<file path="src/rtl/cru_xfer_gen.sv">
// ============================================================================
// cru_xfer_gen : multi-bit CRU read/write transfer engine with auto-increment
//                address and programmable per-bit wait states.
// Optional macro CRU_ABORT_EN adds abort_i / aborted_o.
// Revision 1.0
// ============================================================================
`default_nettype none

module cru_xfer_gen #(
  parameter int MAX_BITS    = 16,
  parameter int ADDR_W      = 12,
  parameter int WAIT_STATES = 2
) (
  input  logic                            phi2_i,
  input  logic                            reset_i,
  input  logic                            req_i,
  input  logic                            rw_i,
  input  logic [ADDR_W-1:0]               base_addr_i,
  input  logic [$clog2(MAX_BITS+1)-1:0]   count_i,
  input  logic [MAX_BITS-1:0]             wdata_i,
  input  logic                            cruin_i,
`ifdef CRU_ABORT_EN
  input  logic                            abort_i,
  output logic                            aborted_o,
`endif
  output logic [ADDR_W-1:0]               cru_addr_o,
  output logic                            cruout_o,
  output logic                            cruclk_o,
  output logic                            busy_o,
  output logic                            done_o,
  output logic [MAX_BITS-1:0]             rdata_o
);

  localparam int CNT_W = $clog2(MAX_BITS + 1);
  localparam int IDX_W = (MAX_BITS > 1) ? $clog2(MAX_BITS) : 1;

  localparam logic [CNT_W-1:0] MAX_CNT = CNT_W'(MAX_BITS);
  localparam logic [3:0]       WS_LAST = (WAIT_STATES == 0) ? 4'd0 : 4'(WAIT_STATES - 1);

  typedef enum logic [1:0] {
    S_IDLE   = 2'd0,
    S_SETTLE = 2'd1,
    S_STROBE = 2'd2,
    S_DONE   = 2'd3
  } state_e;

  // Every bit starts in SETTLE unless there are no wait states to spend there.
  localparam state_e S_FIRST = (WAIT_STATES == 0) ? S_STROBE : S_SETTLE;

  state_e              state_q, state_d;
  logic                rw_q, rw_d;
  logic [MAX_BITS-1:0] wdata_q, wdata_d;
  logic [ADDR_W-1:0]   addr_q, addr_d;
  logic [IDX_W-1:0]    bit_q, bit_d;
  logic [IDX_W-1:0]    last_q, last_d;
  logic [3:0]          wait_q, wait_d;
  logic [MAX_BITS-1:0] rdata_q, rdata_d;
`ifdef CRU_ABORT_EN
  logic                aborted_q, aborted_d;
`endif

  logic [CNT_W-1:0]    eff_cnt;
  logic                active;

  assign eff_cnt = ((count_i == '0) || (count_i > MAX_CNT)) ? MAX_CNT : count_i;
  assign active  = (state_q == S_SETTLE) || (state_q == S_STROBE);

  always_ff @(posedge phi2_i) begin
    if (reset_i) begin
      state_q   <= S_IDLE;
      rw_q      <= 1'b0;
      wdata_q   <= '0;
      addr_q    <= '0;
      bit_q     <= '0;
      last_q    <= '0;
      wait_q    <= '0;
      rdata_q   <= '0;
`ifdef CRU_ABORT_EN
      aborted_q <= 1'b0;
`endif
    end else begin
      state_q   <= state_d;
      rw_q      <= rw_d;
      wdata_q   <= wdata_d;
      addr_q    <= addr_d;
      bit_q     <= bit_d;
      last_q    <= last_d;
      wait_q    <= wait_d;
      rdata_q   <= rdata_d;
`ifdef CRU_ABORT_EN
      aborted_q <= aborted_d;
`endif
    end
  end

  always_comb begin
    state_d   = state_q;
    rw_d      = rw_q;
    wdata_d   = wdata_q;
    addr_d    = addr_q;
    bit_d     = bit_q;
    last_d    = last_q;
    wait_d    = wait_q;
    rdata_d   = rdata_q;
`ifdef CRU_ABORT_EN
    aborted_d = 1'b0;
`endif

    unique case (state_q)
      S_IDLE: begin
        if (req_i) begin
          rw_d    = rw_i;
          wdata_d = wdata_i;
          addr_d  = base_addr_i;
          bit_d   = '0;
          last_d  = IDX_W'(eff_cnt - 1'b1);
          wait_d  = '0;
          if (rw_i) rdata_d = '0;
          state_d = S_FIRST;
        end
      end

      S_SETTLE: begin
        if (wait_q == WS_LAST) begin
          wait_d  = '0;
          state_d = S_STROBE;
        end else begin
          wait_d  = wait_q + 4'd1;
        end
      end

      S_STROBE: begin
        if (rw_q) rdata_d[bit_q] = cruin_i;
        if (bit_q == last_q) begin
          state_d = S_DONE;
        end else begin
          bit_d   = bit_q + 1'b1;
          addr_d  = addr_q + 1'b1;
          state_d = S_FIRST;
        end
      end

      S_DONE: state_d = S_IDLE;

      default: state_d = S_IDLE;
    endcase

`ifdef CRU_ABORT_EN
    // Abort wins over the strobe: the in-flight bit is neither sampled nor advanced.
    if (abort_i && active) begin
      state_d   = S_IDLE;
      addr_d    = addr_q;
      bit_d     = bit_q;
      wait_d    = '0;
      rdata_d   = rdata_q;
      aborted_d = 1'b1;
    end
`endif
  end

  assign cru_addr_o = addr_q;
  assign cruout_o   = active && !rw_q && wdata_q[bit_q];
  assign cruclk_o   = (state_q == S_STROBE) && !rw_q;
  assign busy_o     = active;
  assign done_o     = (state_q == S_DONE);
  assign rdata_o    = rdata_q;
`ifdef CRU_ABORT_EN
  assign aborted_o  = aborted_q;
`endif

endmodule

`default_nettype wire

</file>
<file path="config.mk">
export PLATFORM = sky130hd
export DESIGN_NAME = cru_xfer_gen
export DESIGN_NICKNAME = d
export VERILOG_FILES = /design/src/rtl/cru_xfer_gen.sv
export SDC_FILE = /design/constraint.sdc
export NUM_CORES = 1
export LEC_CHECK = 0
export ABC_AREA = 1
export BUFFER_PORTS_ARGS = -buffer_cell sky130_fd_sc_hd__buf_2
export CAP_MARGIN = 25
export CORE_ASPECT_RATIO = 0.6
export CORE_UTILIZATION = 54
export DETAILED_ROUTE_END_ITERATION = 7
export PLACE_DENSITY = 0.79
export SYNTH_ARGS = -nofsm -noshare
export SYNTH_HDL_FRONTEND = slang
export SYNTH_SLANG_ARGS = --single-unit
export TNS_END_PERCENT = 30
</file>
<file path="constraint.sdc">
create_clock -name phi2_i -period 1.9 [get_ports phi2_i]
set_input_delay 0.095 -clock phi2_i [delete_from_list [all_inputs] [get_ports phi2_i]]
set_output_delay 0.095 -clock phi2_i [all_outputs]
set_load 0.01 [all_outputs]
</file>
==> out/summary.md <==
For the pin with the worst max-slew slack, the measured transition is 0.564 ns. CTS built an H-tree with a depth of 3. Buffers inserted during clock tree synthesis total 9. Of the total power, registers draw 34.0%.

Cell internal power was estimated by the tool at 2.93 mW. TritonCTS built the clock tree. In this run the horizontal extent of the chip is 101 um.

The maximum net fanout on the critical path is 16. The worst setup path is of the register to register kind. Summing every instance area after synthesis gives 3190 sq um. The tools report the synthesized instance count as 490. The reg-to-reg critical path startpoint was state_q[0]. During synthesis, Yosys emitted a total of 0 warnings. The tools report the worst clock skew as 0.00738 ns. Setup repair after global routing could not meet its margin everywhere. The number of buffers inserted by post-CTS setup repair came out at 0. Setup violations remaining at the end of the flow were counted as 0. In this design, the stage delay of the slowest critical-path cell is 0.34 ns. Counting tap cells, the placed design contains a total of 627 instances. Measured in cells, the most critical reg-to-reg path has a length of 8. The logs give 0.564 GHz for the fmax and 5620 sq um for the area of the core region. The logs give 2 for the deepest clock path buffer count and 0 for the remaining design rule violation count.

The analysis attributes to cell leakage a power of 1.74 nW. The remaining global-route overflow was 0. The tools report the DRC marker count from the first detailed-route iteration as 179. The flow ran to the end, and the final reports show no timing, DRC or antenna violations. The library cell used as clock root buffer was sky130_fd_sc_hd__clkbuf_8.

The worst hold path terminates at wdata_q[10]. Each instance of the synthesized netlist takes up on average 6.51 sq um. The logs give 21.7% for the relative contribution of the clock network to total power and 37.0% for the fraction of the yosys area taken by sequential cells.

Start point of the worst hold path: wdata_i[10]. Via count of the first global-routing pass: 2,779. In this run the remaining antenna-violating nets after routing total 0. The number of search-and-repair iterations in the first detailed-routing pass came out at 5. STA classifies the critical path startpoint as a register. The number of enable-type register cells in the synthesized netlist was 0; the clock transition at the registers of the reported paths was 0.07 ns. The number of nets in the layout was 609.

Data on the critical path arrives at its endpoint at 2.04 ns. In this run the tightest slew margin relative to its limit is 62.3%. For the initial antenna violation count, the log shows 0. Among all flip-flop cells after synthesis, the most frequent one is sky130_fd_sc_hd__dfxtp_1.

The post-route clock period utilization came out at 93.3%. The critical path goes through inv_1 -> ha_1 -> buf_4 -> nand2_1 -> nor3_4 -> buf_4 -> nand2_1 -> a21oi_1. Once the floorplan was initialized, standard cells occupied 56.8% of the core.

The die area is 6230 sq um. The layout cell share with drive strength beyond 1 came out at 20.0%. Worst hold path class: input port to register. The first global-routing pass estimated 12,500 um of wire.

Measured along the y axis, the die boundary spans 61.6 um. Kind of end point of the critical path: a register. For the minimum setup slack among reg-to-reg paths, the log shows 0.13 ns. For the final-report hold violation count, the log shows 0. Counting flops and latches in the post-synthesis netlist gives 59.

The number of sinks handled by clock tree synthesis is 59, and the required time of the critical path is 2.17 ns. The clock insertion delay at the later pin of the skew report was 0.34 ns; the final standard cell count with taps included and fillers excluded was 644. The switching fraction of total power came out at 43.2%. The wire length per cell works out to 11.9 um.

The logs give 0 for the max-slew violation count and 28 for the maximum number of pins on one net before global-route repair. The tools report the hold slack as 0.00866 ns. The HPWL reported at the end of detailed placement came out at 5560 um. The logs give 21 for the cell row count and 0.884 for the weighted congestion at the end of routability-driven global placement.

The number of antenna diodes in the final layout is 0. The combinational share of power came out at 44.2%. In this run the count of I/O pins placed on the die edge is 70.

The final critical delay including setup and external delays is 1.77 ns, and the via density per instance is 5.13. The tools report the reported max-cap violation count as 0. The power density normalized to cell area is 1350 nW/um^2, and the area added between synthesis and finish is 19.6%.

Synthesis produced a netlist with a net count of 540. Counting instances, the worst hold path has a depth of 3. For this block, the via count after detailed routing is 3,302. The number of I/O port buffers was 69. The maximum VDD drop came out at 0.596 mV.

The async set-reset flop share out of synthesis came out at 0%. Endpoint of the worst-slack reg-to-reg timing path: rdata_o[9]. The slowest stage of the critical path belongs to the cell sky130_fd_sc_hd__dfxtp_1. The overall track demand over capacity in global routing was 26.3%; the number of library cell types mapped by synthesis was 30.

For this design the total switching power over the nets is 2.23 mW. Summed over all layers, the routed wires come to 7680 um.
critical path, delay by kind of cell, from the launching register on:
family	cells	cell delay (ns)
buffers and inverters	3	0.56
and+or+nand+nor	3	0.36
DFF	1	0.34
adders and majority gates	1	0.28
AOI/OAI and AO/OA	1	0.15
cell type report:
cell class | count | area [sq um]
Fill cell | 516 | 1800
Multi-Input combinational cell | 360 | 1710
Sequential cell | 59 | 1180
Timing Repair Buffer | 82 | 449
Inverter | 47 | 181
Clock buffer | 10 | 128
Tap cell | 80 | 100
Clock inverter | 6 | 66.3
flip-flops by register name (all words and copies together) (netlist names):
name / cells
bit_q: 4
wdata_q: 16
state_q: 2
wait_q: 4
cru_addr_o: 12
rdata_o: 16
last_q: 4
rw_q: 1
Yosys cell counts (2+ instances only):
cell type	instances	area (sq um)
sky130_fd_sc_hd__inv_1	40	150
sky130_fd_sc_hd__a31oi_1	3	18.8
sky130_fd_sc_hd__o21ai_1	7	35.0
sky130_fd_sc_hd__nand2_1	108	405
sky130_fd_sc_hd__nand3_1	19	95.1
sky130_fd_sc_hd__nand4_1	3	18.8
sky130_fd_sc_hd__inv_2	7	26.3
sky130_fd_sc_hd__ha_1	12	150
sky130_fd_sc_hd__o22ai_1	5	31.3
sky130_fd_sc_hd__a21oi_1	33	165
sky130_fd_sc_hd__clkbuf_1	15	56.3
sky130_fd_sc_hd__buf_2	5	25.0
sky130_fd_sc_hd__o21ai_0	58	290
sky130_fd_sc_hd__nand2_2	2	12.5
sky130_fd_sc_hd__nor2_1	94	353
sky130_fd_sc_hd__buf_6	3	33.8
sky130_fd_sc_hd__xor2_1	3	26.3
sky130_fd_sc_hd__or2_2	2	12.5
sky130_fd_sc_hd__nor3_1	2	10.0
sky130_fd_sc_hd__dfxtp_1	59	1180
stage by stage:
| step | util [%] | instance area, sq um | power (mW) | setup slack (ns) | setup TNS, ns |
|---|---|---|---|---|---|
| detailed placement | 64.1 | 3600 | 4.01 | 0.0591 | 0 |
| finish | 67.9 | 3820 | 5.17 | 0.128 | 0 |
| global placement | 64.1 | 3600 | 3.93 | 0.184 | 0 |
| CTS | 67.7 | 3810 | 5.13 | 0.0437 | 0 |
| floorplan | - | 3190 | 3.42 | 0.267 | 0 |
| global route | 67.9 | 3820 | 5.62 | -0.0424 | -0.0559 |
cell usage in the layout, fill, tap and decap left out, drive strengths merged:
cell,count
o22ai,6
nand4,3
dlygate4sd3,1
nand3,20
o31ai,1
a21oi,33
o21ai,65
xnor2,1
nor3,3
a211oi,1
nor2,95
nand2,111
clkbuf,10
inv,47
dfxtp,59
clkinvlp,3
or2,2
ha,12
buf,81
o21a,1
xor2,3
a31oi,3
bufinv,1
clkinv,2
power by group through the flow:
stage               sequential (mW)  combinational [mW]  clock, mW
global route                   1.80                2.63       1.19
finish                         1.76                2.28       1.12
global placement               1.77                2.16          0
CTS                            1.75                2.25       1.14
floorplan                      1.76                1.67          0
detailed placement             1.78                2.23          0
routing by layer:
metal / part of all wire (%) / vias to the layer above / wire [um] / GRT usage [%]
met4: 1.1 / 0 / 86 / 9.94
met3: 6.5 / 13 / 498 / 5.90
met2: 44 / 109 / 3350 / 42.6
met5: 0 / - / 0 / 0
li1: - / 1708 / - / -
met1: 49 / 1472 / 3750 / 35.0
logic make-up (layout without fill, tap and decap cells):
logic type	Yosys count	after routing	share of synthesized area, %
AND/OR/NAND/NOR	234	234	29.8
buffers and inverters	71	145	9.37
adder cells (fa/ha/maj)	12	12	4.70
XOR/XNOR	4	4	1.10
flip-flops	59	59	37.0
AO/OA/AOI/OAI	110	110	18.0
worst max-delay path by stage:
stage | startpoint | end | slack, ns | cells after the start
after floorplan | state_q[0] | rdata_o[4] | 0.27 | 11
after global placement | state_q[0] | cru_addr_o[11] | 0.18 | 12
after detailed placement | state_q[0] | cru_addr_o[11] | 0.06 | 12
after CTS | state_q[0] | cru_addr_o[11] | 0.04 | 12
after global routing | state_q[0] | wait_q[3] | -0.04 | 10
final | state_q[0] | rdata_o[9] | 0.13 | 8
what timing repair did:
| action | CTS | global route |
|---|---|---|
| setup endpoints to repair | 0 | 18 |
| endpoints found under the hold margin | 1 | 0 |
| hold buffers | 1 | 0 |
| gates resized for setup | 0 | 5 |
Note: power is estimated with default switching activity, not from simulation.
